$ cat config.mk
export PLATFORM = sky130hd
export DESIGN_NAME = mult_arbiter
export DESIGN_NICKNAME = d
export VERILOG_FILES = /design/src/rtl/mult_arbiter.sv
export SDC_FILE = /design/constraint.sdc
export NUM_CORES = 1
export LEC_CHECK = 0
export ABC_AREA = 1
export ABC_CLOCK_PERIOD_IN_PS = 1700
export CORE_MARGIN = 5
export CORE_UTILIZATION = 40
export DETAILED_ROUTE_END_ITERATION = 10
export PLACE_DENSITY = 0.77
export SYNTH_ARGS = -nofsm -noshare
export SYNTH_HDL_FRONTEND = slang
export SYNTH_SLANG_ARGS = --single-unit
$ cat constraint.sdc
create_clock -name clk -period 1.7 [get_ports clk]
set_input_delay 0.255 -clock clk [delete_from_list [all_inputs] [get_ports clk]]
set_output_delay 0.255 -clock clk [all_outputs]
set_load 0.01 [all_outputs]
$ cat src/rtl/mult_arbiter.sv
// mult_arbiter
// Round-robin scheduler that shares one multiplier between NUM_REQ requesters.
// Each accepted operand pair is driven to the multiplier, the enable/done
// handshake is walked (raise enable, wait done, drop enable, wait done low),
// and the product is returned with a one-hot response pulse. A watchdog
// aborts a transaction that sits in ISSUE for TIMEOUT_CYCLES cycles.
//
// Ports:
//   clk, rst            clock, synchronous active-high reset
//   req_valid/a/b       per-requester request and packed operands
//   req_ready           one-hot combinational accept (IDLE only)
//   rsp_valid           one-hot, one-cycle response pulse (registered)
//   rsp_data/rsp_error  product / timeout flag, qualified by rsp_valid
//   busy                high whenever the arbiter is not IDLE
//   mult_*              multiplier operand, enable, done and result signals
module mult_arbiter #(
    parameter int NUM_REQ        = 4,
    parameter int IN_WIDTH       = 4,
    parameter int OUT_WIDTH      = IN_WIDTH * 2,
    parameter int TIMEOUT_CYCLES = 16
) (
    input  logic                         clk,
    input  logic                         rst,
    input  logic [NUM_REQ-1:0]           req_valid,
    input  logic [NUM_REQ*IN_WIDTH-1:0]  req_a,
    input  logic [NUM_REQ*IN_WIDTH-1:0]  req_b,
    output logic [NUM_REQ-1:0]           req_ready,
    output logic [NUM_REQ-1:0]           rsp_valid,
    output logic [OUT_WIDTH-1:0]         rsp_data,
    output logic                         rsp_error,
    output logic                         busy,
    output logic [IN_WIDTH-1:0]          mult_multiplicand,
    output logic [IN_WIDTH-1:0]          mult_multiplier,
    output logic                         mult_enable,
    input  logic                         mult_done,
    input  logic [OUT_WIDTH-1:0]         mult_result
);

    localparam int ID_W  = (NUM_REQ > 1) ? $clog2(NUM_REQ) : 1;
    localparam int IDX_W = ID_W + 1;
    localparam int CNT_W = $clog2(TIMEOUT_CYCLES);
    localparam logic [IDX_W-1:0] NUM_REQ_IDX = IDX_W'(NUM_REQ);
    localparam logic [CNT_W-1:0] CNT_LAST    = CNT_W'(TIMEOUT_CYCLES - 1);

    typedef enum logic [1:0] {
        ST_IDLE    = 2'd0,
        ST_ISSUE   = 2'd1,
        ST_RELEASE = 2'd2
    } state_t;

    // Registered state
    state_t                 state_r;
    logic [ID_W-1:0]        rr_ptr_r;
    logic [ID_W-1:0]        grant_id_r;
    logic [CNT_W-1:0]       cnt_r;
    logic [IN_WIDTH-1:0]    op_a_r;
    logic [IN_WIDTH-1:0]    op_b_r;
    logic                   mult_enable_r;
    logic [NUM_REQ-1:0]     rsp_valid_r;
    logic [OUT_WIDTH-1:0]   rsp_data_r;
    logic                   rsp_error_r;
    logic                   busy_r;

    // Next-state values
    state_t                 state_s;
    logic [ID_W-1:0]        rr_ptr_s;
    logic [ID_W-1:0]        grant_id_s;
    logic [CNT_W-1:0]       cnt_s;
    logic [IN_WIDTH-1:0]    op_a_s;
    logic [IN_WIDTH-1:0]    op_b_s;
    logic                   mult_enable_s;
    logic [NUM_REQ-1:0]     rsp_valid_s;
    logic [OUT_WIDTH-1:0]   rsp_data_s;
    logic                   rsp_error_s;
    logic [NUM_REQ-1:0]     req_ready_s;

    // Arbitration results
    logic                   grant_found_s;
    logic [ID_W-1:0]        grant_idx_s;
    logic [IDX_W-1:0]       scan_idx_s;

    // Requester index to one-hot vector.
    function automatic logic [NUM_REQ-1:0] to_onehot(input logic [ID_W-1:0] id);
        logic [NUM_REQ-1:0] vec;
        vec     = '0;
        vec[id] = 1'b1;
        return vec;
    endfunction

    // (id + 1) mod NUM_REQ without a divider.
    function automatic logic [ID_W-1:0] next_index(input logic [ID_W-1:0] id);
        logic [IDX_W-1:0] sum;
        sum = {1'b0, id} + IDX_W'(1);
        sum = (sum >= NUM_REQ_IDX) ? (sum - NUM_REQ_IDX) : sum;
        return sum[ID_W-1:0];
    endfunction

    // Round-robin scan starting at rr_ptr; the first valid requester wins.
    always_comb begin
        grant_found_s = 1'b0;
        grant_idx_s   = '0;
        scan_idx_s    = '0;
        for (int i = 0; i < NUM_REQ; i++) begin
            scan_idx_s = {1'b0, rr_ptr_r} + IDX_W'(i);
            scan_idx_s = (scan_idx_s >= NUM_REQ_IDX) ? (scan_idx_s - NUM_REQ_IDX) : scan_idx_s;
            if (!grant_found_s && req_valid[scan_idx_s[ID_W-1:0]]) begin
                grant_found_s = 1'b1;
                grant_idx_s   = scan_idx_s[ID_W-1:0];
            end else begin
                grant_found_s = grant_found_s;
            end
        end
    end

    // Next-state and datapath update for the IDLE/ISSUE/RELEASE sequence.
    always_comb begin
        state_s       = state_r;
        rr_ptr_s      = rr_ptr_r;
        grant_id_s    = grant_id_r;
        cnt_s         = cnt_r;
        op_a_s        = op_a_r;
        op_b_s        = op_b_r;
        mult_enable_s = mult_enable_r;
        rsp_valid_s   = '0;
        rsp_data_s    = rsp_data_r;
        rsp_error_s   = rsp_error_r;
        req_ready_s   = '0;

        case (state_r)
            ST_IDLE: begin
                if (grant_found_s) begin
                    req_ready_s   = to_onehot(grant_idx_s);
                    op_a_s        = req_a[int'(grant_idx_s) * IN_WIDTH +: IN_WIDTH];
                    op_b_s        = req_b[int'(grant_idx_s) * IN_WIDTH +: IN_WIDTH];
                    grant_id_s    = grant_idx_s;
                    rr_ptr_s      = next_index(grant_idx_s);
                    mult_enable_s = 1'b1;
                    cnt_s         = '0;
                    state_s       = ST_ISSUE;
                end else begin
                    mult_enable_s = 1'b0;
                    state_s       = ST_IDLE;
                end
            end
            ST_ISSUE: begin
                mult_enable_s = 1'b1;
                cnt_s         = cnt_r + CNT_W'(1);
                // Done wins over the watchdog when both hit in the same cycle.
                if (mult_done) begin
                    rsp_data_s    = mult_result;
                    rsp_error_s   = 1'b0;
                    rsp_valid_s   = to_onehot(grant_id_r);
                    mult_enable_s = 1'b0;
                    state_s       = ST_RELEASE;
                end else if (cnt_r == CNT_LAST) begin
                    rsp_data_s    = '0;
                    rsp_error_s   = 1'b1;
                    rsp_valid_s   = to_onehot(grant_id_r);
                    mult_enable_s = 1'b0;
                    state_s       = ST_RELEASE;
                end else begin
                    state_s       = ST_ISSUE;
                end
            end
            ST_RELEASE: begin
                // Hold off the next enable until the multiplier has dropped done.
                mult_enable_s = 1'b0;
                if (mult_done) begin
                    state_s = ST_RELEASE;
                end else begin
                    state_s = ST_IDLE;
                end
            end
            default: begin
                mult_enable_s = 1'b0;
                state_s       = ST_IDLE;
            end
        endcase
    end

    // State and datapath registers with synchronous reset.
    always_ff @(posedge clk) begin
        if (rst) begin
            state_r       <= ST_IDLE;
            rr_ptr_r      <= '0;
            grant_id_r    <= '0;
            cnt_r         <= '0;
            op_a_r        <= '0;
            op_b_r        <= '0;
            mult_enable_r <= 1'b0;
            rsp_valid_r   <= '0;
            rsp_data_r    <= '0;
            rsp_error_r   <= 1'b0;
            busy_r        <= 1'b0;
        end else begin
            state_r       <= state_s;
            rr_ptr_r      <= rr_ptr_s;
            grant_id_r    <= grant_id_s;
            cnt_r         <= cnt_s;
            op_a_r        <= op_a_s;
            op_b_r        <= op_b_s;
            mult_enable_r <= mult_enable_s;
            rsp_valid_r   <= rsp_valid_s;
            rsp_data_r    <= rsp_data_s;
            rsp_error_r   <= rsp_error_s;
            busy_r        <= (state_s != ST_IDLE);
        end
    end

    assign req_ready         = req_ready_s;
    assign rsp_valid         = rsp_valid_r;
    assign rsp_data          = rsp_data_r;
    assign rsp_error         = rsp_error_r;
    assign busy              = busy_r;
    assign mult_multiplicand = op_a_r;
    assign mult_multiplier   = op_b_r;
    assign mult_enable       = mult_enable_r;

endmodule

==> reports/metrics.csv, run 1 <==
metric,value,unit
status,"complete, but fails checks",
failing checks,negative setup slack,
Max Slew Vio Count,0,
Crit Path Class,reg2out,
Port Buf Inserts,73,
combinational share of power,0.716,
"worst slack, placed",-0.784,ns
DRT Pass-1 Iters,4,
maximum clock rate,465,MHz
DIE AREA,6250,sq um
first-pass GRT wire length,9580,um
area share of the largest cell type after synthesis,0.346,
Starting DRT DRC Count,96,
Die Ht,79.1,um
Psw,0.00319,W
Ys Warns,0,
Mapped Nets,336,
Nets,449,
grt total ovfl,0,
Avg Vias per Cell,4.84,
die width,79.1,um
ANT nets after route,0,
Final GP Congestion,0.902,
Final Hold Fails,0,
CTS tree,built,
Leakage,1.58,nW
Setup Skew,0.00261,ns
crit start category,register,
WL per Instance,14.0,um
crit path DAT,1.90,ns
final core utilization,0.742,
highest net fanout along the worst path,6,
Worst-Margin Slew,0.364,ns
post-DP HPWL,3880,um
count of cell types in the netlist,30,
sequential power share,0.160,
PwrDens,2030,nW/um^2
Setup TNS Final,-5.31,ns
# hold bufs at CTS,0,
setup slack after layout,-0.450,ns
CP required,1.44,ns
io pins,74,
Yosys top cell by area,dfxtp_1,
fraction of layout cells with a size suffix above 1,0.343,
Layout Cells excl Fill,456,
DRC,0,
ranking of synthesized cells by area,"dfxtp_1 (35%), nand2_1 (15%), inv_1 (7.9%)",
Rel. slew slack,0.756,
initial antenna violation count,0,
Hold WC Path Type,reg2reg,
final setup fails,23,
Max-cap violations,0,
clock power share,0.124,
CTS Buf Count,5,
Mapped Cells,288,
Starting Density,0.407,
Worst-path clk slew,0.07,ns
Setup crit end kind,output pin,
Clock Latency Late Sink,0.29,ns
total number of vias,2208,
num rows,25,
CTS Sinks,33,
Root Buffer,clkbuf_8,
final total power,0.00707,W
Yosys reg bits,33,
Core ar.,4690,sq um
Placed Instances,435,
post-synthesis sequential area ratio,0.346,
clk buf depth,2,
ant diodes,0,
Sw Ratio,0.452,
crit path time final,2.15,ns
area of the mapped netlist,1910,sq um
largest net degree at the start of global routing,28,
Post-Syn Area per Cell,6.63,sq um
vias in the first global route,2223,
"Period Utilization, post-route",1.26,
CTS HTree Levels,2,
final wirelength,6380,um
peak supply drop,1.11,mV
area delta synth->final,82.4,%
RSZ-0062 raised after global routing,yes,
internal power,0.00387,W
total global routing track utilization,0.188,
-- timing repair --
action | CTS | global route
hold endpoints to repair | 0 | 0
pin swaps | 16 | 34
gates resized for setup | 61 | 48
cloned | 2 | 0
endpoints found under the setup margin | 19 | 25
buffers inserted | 7 | 8
-- power groups by stage --
stage          clock network [W]  registers [W]  logic, W
5_1_grt                 0.000920        0.00115   0.00546
2_1_floorplan                  0        0.00113   0.00228
3_5_place_dp                   0        0.00109   0.00362
4_1_cts                 0.000885        0.00111   0.00423
3_3_place_gp                   0        0.00108   0.00358
6_report                0.000878        0.00113   0.00506
-- cells in the final DEF (no fill, tap or decap), types with 3 or more instances in the layout --
cell,instances
inv_1,32
nand2_4,14
nor2_1,27
buf_4,28
nand3_4,5
clkbuf_8,5
nand2_2,21
a21oi_2,3
nand3_2,8
nor2_2,8
nor2_4,8
nor4_1,4
nand4_1,6
buf_6,8
buf_12,4
dfxtp_1,32
nand3_1,13
inv_2,8
clkdlybuf4s50_1,68
nand2_1,61
a21oi_1,11
-- area by class of cell --
| cell class | count | area (sq um) |
|---|---|---|
| clock buffers | 5 | 68.8 |
| fillers | 348 | 1210 |
| clock inverters | 3 | 65.1 |
| multi-input cells | 205 | 1300 |
| flip-flops and latches | 33 | 664 |
| well taps | 54 | 67.6 |
| inverters | 43 | 181 |
| repair inverters | 1 | 8.76 |
| repair buffers | 112 | 1120 |
-- layer usage --
metal / part of all wire / track usage / up-vias
met5: 0 / 0 / -
met4: 0.026 / 0.0704 / 0
met3: 0.074 / 0.0590 / 17
met2: 0.51 / 0.327 / 82
met1: 0.39 / 0.213 / 981
li1: - / - / 1128
-- sequential cells by signal, summed over array words and instances, names as in the netlist --
name               count
cnt_r                  4
mult_enable            1
grant_id_r             2
mult_multiplicand      4
rsp_valid              4
rr_ptr_r               2
rsp_error              1
mult_multiplier        4
state_r                2
busy                   1
rsp_data               8
-- logic make-up (layout without fill, tap and decap cells) --
group / count (synthesis) / after routing / synth area share
AOI/OAI and AO/OA: 26 / 26 / 0.0800
buffers and inverters: 50 / 164 / 0.121
adders and majority gates: 1 / 1 / 0.00656
DFF: 33 / 33 / 0.346
and+or+nand+nor: 178 / 178 / 0.446
-- Yosys cell counts --
master	count
inv_4	1
nand2_2	20
nand4_1	6
nor4_1	4
dfxtp_1	33
nand3_2	2
o21ai_0	2
nor2_4	1
inv_8	1
inv_2	1
nor3_1	2
o21ai_1	2
nand2_4	3
nor2_2	3
o22ai_1	1
nand3_4	2
ha_1	1
buf_6	3
clkbuf_1	3
a21oi_1	14
nand2_1	74
nand3_1	22
o31ai_1	2
a21oi_2	1
buf_8	1
inv_1	40
a211oi_1	1
a31oi_1	2
nor2_1	39
a211oi_2	1
-- final timing paths --
kind	to	from	cells past startpoint	slack, ns
min reg2reg	rsp_data[1]$_SDFFE_PP0P_	rsp_data[1]$_SDFFE_PP0P_	2	0.46
max reg2reg	cnt_r[2]$_SDFFE_PP0P_	rr_ptr_r[0]$_SDFFE_PP0P_	14	-0.29
min	rsp_data[1]$_SDFFE_PP0P_	rsp_data[1]$_SDFFE_PP0P_	2	0.46
max	req_ready[1]	rr_ptr_r[0]$_SDFFE_PP0P_	11	-0.45
-- critical path: stages, from the launching register on --
cell	delay, ns
dfxtp_4	0.39
buf_12	0.15
inv_12	0.05
nand2_4	0.07
nand3_4	0.09
buf_4	0.15
a31oi_4	0.19
nand3_4	0.17
inv_2	0.11
nand2_2	0.06
inv_1	0.05
buf_2	0.12
-- metrics by stage --
step	cell area, sq um	hold slack, ns
floorplan	1930	0.404
global placement	2900	0.447
detailed placement	2900	0.452
CTS	3260	0.465
global route	3480	0.479
finish	3480	0.461
(Power assumes the default switching activity.)
==> run 2: changes to the inputs <==
--- a/config.mk
+++ b/config.mk
@@ -8,9 +8,10 @@
 export ABC_AREA = 1
 export ABC_CLOCK_PERIOD_IN_PS = 1700
 export CORE_MARGIN = 5
-export CORE_UTILIZATION = 40
+export CORE_UTILIZATION = 56
 export DETAILED_ROUTE_END_ITERATION = 10
-export PLACE_DENSITY = 0.77
+export DONT_BUFFER_PORTS = 1
+export PLACE_DENSITY = 0.74
 export SYNTH_ARGS = -nofsm -noshare
 export SYNTH_HDL_FRONTEND = slang
 export SYNTH_SLANG_ARGS = --single-unit
==> reports/metrics.csv, run 2 (synthesis results as in run 1) <==
metric,value,unit
Max Slew Vio Count,0,
Starting DRT DRC Count,103,
Hold WS,0.0579,ns
highest net fanout along the worst path,11,
"worst slack, placed",-0.0574,ns
crit path DAT,1.82,ns
total number of vias,1911,
R2R Setup Slk,-0.17,ns
Rel. slew slack,0.525,
Crit Reg-Reg Endpoint,mult_multiplier[1]$_SDFFE_PP0P_,
CTS tree,built,
Leakage,1.16,nW
Worst-path clk slew,0.10,ns
placed cell area,2120,sq um
met2 WL,2310,um
RSZ-0062 raised after global routing,yes,
storage element area,662,sq um
PwrDens,2320,nW/um^2
DIE AREA,4670,sq um
Final Hold Fails,0,
crit start category,register,
DR top layer,met4,
Critical Path End,req_ready[0],
Hold WC Path Type,in2reg,
status,"complete, but fails checks",
ant diodes,0,
grt total ovfl,0,
R2R cell count,16,
flip-flop count of the largest register after layout,8,
peak supply drop,1.84,mV
largest net degree at the start of global routing,19,
Crit Path Class,reg2out,
num rows,21,
area delta synth->final,26.9,%
"Period Utilization, post-route",1.22,
maximum clock rate,483,MHz
worst setup path start,rr_ptr_r[0]$_SDFFE_PP0P_,
final wirelength,4680,um
setup slack after layout,-0.371,ns
Die Ht,68.4,um
WL per Instance,12.7,um
wl on met1,1960,um
fillers,294,
vias in the first global route,1631,
first-pass GRT wire length,6870,um
final setup fails,17,
Final GP Congestion,0.825,
FF-to-FF Start,rr_ptr_r[0]$_SDFFE_PP0P_,
CTS Sinks,33,
clk buf depth,2,
total global routing track utilization,0.196,
Worst-Margin Slew,0.711,ns
crit path time final,2.07,ns
Starting Density,0.576,
Clock Latency Late Sink,0.33,ns
Port Buf Inserts,0,
failing checks,negative setup slack,
DRT Pass-1 Iters,4,
Setup Skew,0.0120,ns
"leading cell types in the layout, fill and taps excluded","nand2_1 (69), nor2_1 (35), inv_1 (32), dfxtp_1 (32), buf_4 (28)",
Setup TNS Final,-2.76,ns
Root Buffer,clkbuf_4,
Core ar.,3310,sq um
Setup crit end kind,output pin,
Nets,370,
fraction of layout cells with a size suffix above 1,0.325,
Avg Vias per Cell,5.18,
DRC,0,
die width,68.4,um
multi-input combinational cell area,1150,sq um
initial antenna violation count,0,
CP required,1.44,ns
io pins,74,
post-DP HPWL,3310,um
Max-cap violations,0,
"commonest non-fill, non-tap cell in the layout",nand2_1,
met3 wire len,353,um
CTS Buf Count,5,
CTS HTree Levels,2,
post-route cell area,2420,sq um
ANT nets after route,0,
[run 2: cell count changes in the layout (fill, tap and decap cells not counted), moves of 8 or more]
cell             before  now
clkdlybuf4s50_1      68    0
nand2_4              14    5
nand2_1              61   69
nor2_1               27   35
[run 2: timing repair]
item / 4_1_cts / 5_1_grt
pin swaps: 4 / 5
resized for setup: 14 / 28
endpoints found under the hold margin: 18 / 0
hold buffers: 1 / 0
endpoints found under the setup margin: 17 / 22
buffers inserted: 3 / 6
[run 2: area by class of cell]
class                           count  area share
Clock buffer                        7      0.0227
Inverter                           43      0.0729
Sequential cell                    33       0.273
Clock inverter                      1      0.0124
Multi-Input combinational cell    205       0.475
Tap cell                           46      0.0238
Timing Repair Buffer               34       0.119
[run 2: where the power goes]
group / total (W) / internal, W / switching (W)
clock network: 0.000607 / 0.000351 / 0.000256
registers: 0.00116 / 0.000966 / 0.000191
logic: 0.00384 / 0.00165 / 0.00219
total: 0.00561 / 0.00297 / 0.00264
[run 2: layer usage]
metal / GRT usage / up-vias
li1: - / 973
met1: 0.229 / 864
met2: 0.332 / 69
met3: 0.0706 / 5
met4: 0.0596 / 0
met5: 0 / -
[run 2: critical path, stage by stage (launching register included)]
cell,delay (ns)
dfxtp_2,0.34
buf_12,0.14
inv_8,0.08
nand2_1,0.05
nand2_1,0.10
nand2_1,0.07
nand2_1,0.08
nand2_2,0.09
nand2_2,0.09
nand2_4,0.07
nand3_4,0.11
inv_6,0.08
nor3_4,0.17
[run 2: worst min-delay path by stage]
stage | startpoint | end | slack (ns) | cells past startpoint
2_1_floorplan | mult_result[0] | rsp_data[0]$_SDFFE_PP0P_ | 0.40 | 2
3_3_place_gp | rst | cnt_r[1]$_SDFFE_PP0P_ | 0.33 | 1
3_5_place_dp | rst | grant_id_r[1]$_SDFFE_PP0P_ | 0.33 | 1
4_1_cts | rst | mult_multiplicand[2]$_SDFFE_PP0P_ | 0.04 | 3
5_1_grt | mult_result[5] | rsp_data[5]$_SDFFE_PP0P_ | 0.04 | 2
6_report | mult_result[4] | rsp_data[4]$_SDFFE_PP0P_ | 0.06 | 2
[run 2: stage by stage]
step                      utilization  instances  total power (W)
final                           0.731        369          0.00561
after global routing            0.731        369          0.00607
after CTS                       0.688        363          0.00507
after detailed placement        0.640        351          0.00421
after global placement          0.640        351          0.00416
after floorplan                     -        288          0.00340
==> run 3: changes to the inputs <==
--- a/config.mk
+++ b/config.mk
@@ -6,12 +6,12 @@
 export NUM_CORES = 1
 export LEC_CHECK = 0
 export ABC_AREA = 1
-export ABC_CLOCK_PERIOD_IN_PS = 1700
+export ABC_CLOCK_PERIOD_IN_PS = 2310
 export CORE_MARGIN = 5
-export CORE_UTILIZATION = 56
+export CORE_UTILIZATION = 60
 export DETAILED_ROUTE_END_ITERATION = 10
 export DONT_BUFFER_PORTS = 1
-export PLACE_DENSITY = 0.74
+export PLACE_DENSITY = 0.76
 export SYNTH_ARGS = -nofsm -noshare
 export SYNTH_HDL_FRONTEND = slang
 export SYNTH_SLANG_ARGS = --single-unit
==> constraint.sdc (replaced) <==
create_clock -name clk -period 2.31 [get_ports clk]
set_input_delay 0.3465 -clock clk [delete_from_list [all_inputs] [get_ports clk]]
set_output_delay 0.3465 -clock clk [all_outputs]
set_load 0.01 [all_outputs]
==> reports/metrics.csv, run 3 (synthesis results as in run 1) <==
metric,value,unit
Leakage,1.07,nW
DRC,0,
Setup crit end kind,output pin,
"commonest non-fill, non-tap cell in the layout",nand2_1,
PwrDens,1640,nW/um^2
clock power share,0.147,
Worst path slowest cell,dfxtp_4,
CP max stage delay,0.40,ns
vias in the first global route,1567,
Max-cap violations,0,
Nets,352,
Hold WC Path Type,in2reg,
Worst-Margin Slew,0.562,ns
combinational share of power,0.611,
total number of vias,1811,
Starting DRT DRC Count,124,
ANT nets after route,0,
peak supply drop,1.24,mV
first-pass GRT wire length,6670,um
crit path time final,2.22,ns
Die Ht,66.4,um
highest net fanout along the worst path,7,
maximum clock rate,451,MHz
final core utilization,0.722,
busiest grt layer,met2,
Final Hold Fails,0,
Psw,0.00173,W
fraction of layout cells with a size suffix above 1,0.230,
clk buf depth,2,
met1 Use GR,0.220,
routing usage on met2,0.304,
Max Slew Vio Count,0,
ant diodes,0,
Sw Ratio,0.478,
CTS tree,built,
CTS Sinks,33,
most used cell along the critical path,nand2_2,
flip-flop count of the largest register after layout,8,
"leading cell types in the layout, fill and taps excluded","nand2_1 (72), inv_1 (38), nor2_1 (37), dfxtp_1 (31)",
Hold Path Depth,1,
Final GP Congestion,0.870,
DRT Pass-1 Iters,4,
initial antenna violation count,0,
grt total ovfl,0,
Worst-path clk slew,0.11,ns
Port Buf Inserts,0,
post-DP HPWL,3170,um
Crit Path Class,reg2out,
crit path DAT,1.87,ns
crit start category,register,
Avg Vias per Cell,5.19,
Root Buffer,clkbuf_4,
"Period Utilization, post-route",0.961,
area delta synth->final,15.5,%
CTS Buf Count,5,
num rows,20,
Core ar.,3050,sq um
CP required,1.96,ns
internal power,0.00189,W
Clock Latency Late Sink,0.34,ns
final setup fails,0,
met3 track demand over resource,0.0901,
final wirelength,4340,um
die width,66.4,um
largest net degree at the start of global routing,29,
status,completed,
io pins,74,
final total power,0.00362,W
R2R cell count,13,
total global routing track utilization,0.194,
Setup TNS Final,0,ns
Rel. slew slack,0.624,
DIE AREA,4410,sq um
WL per Instance,12.4,um
Setup Skew,0.00892,ns
Starting Density,0.625,
# hold bufs at CTS,0,
worst path cell trace,buf_6 -> nand2_1 -> nand2_2 -> nand2_2 -> nand2_2 -> nor2_4 -> nand3_4 -> nand3_4 -> inv_2 -> nor3_2 -> buf_4,
CTS HTree Levels,2,
sequential power share,0.242,
-- run 3: path summary, 6_finish.rpt --
check	startpoint	endpoint	slack (ns)
max	rr_ptr_r[0]$_SDFFE_PP0P_	req_ready[0]	0.09
max reg2reg	rr_ptr_r[0]$_SDFFE_PP0P_	mult_multiplier[1]$_SDFFE_PP0P_	0.33
min reg2reg	cnt_r[1]$_SDFFE_PP0P_	cnt_r[1]$_SDFFE_PP0P_	0.49
min	rst	rsp_data[2]$_SDFFE_PP0P_	0.07
-- run 3: final cells by class --
cell class / count / area [sq um]
multi-input combinational: 205 / 1070
timing repair buffer: 16 / 124
clock inverter: 3 / 65.1
fill: 273 / 850
inverter: 43 / 181
sequential: 33 / 666
tap: 44 / 55.1
clock buffer: 5 / 37.5
-- run 3: stage by stage --
| stage | area (sq um) | setup WS [ns] | hold WS (ns) | std cells |
|---|---|---|---|---|
| 5_1_grt | 2200 | -0.0254 | 0.0407 | 349 |
| 4_1_cts | 2050 | 0.0114 | 0.0559 | 339 |
| 3_3_place_gp | 1950 | 0.229 | 0.419 | 331 |
| 6_report | 2200 | 0.0910 | 0.0683 | 349 |
| 3_5_place_dp | 1950 | 0.193 | 0.420 | 331 |
| 2_1_floorplan | 1910 | 0.373 | 0.445 | 288 |
-- run 3: timing repair --
item	CTS	global route
setup buffers	0	10
endpoints found under the setup margin	4	4
resized for setup	3	20
pin swaps	0	6
-- run 3: power by group through the flow --
stage	combinational [W]	clock, W	sequential, W
3_5_place_dp	0.00183	0	0.000890
4_1_cts	0.00185	0.000539	0.000884
3_3_place_gp	0.00181	0	0.000888
2_1_floorplan	0.00161	0	0.000829
6_report	0.00221	0.000531	0.000877
5_1_grt	0.00247	0.000570	0.000896
-- run 3: worst max-delay path, delay by kind of cell (launching register included) --
kind	cells	cell delay, ns
buffers and inverters	3	0.33
flip-flops	1	0.40
AND/OR/NAND/NOR	8	0.80
-- run 3: layer usage --
layer  vias to the layer above  wire (um)
met1                       794       1790
met5                         -          0
li1                        935          -
met2                        73       1980
met3                         9        492
met4                         0         76
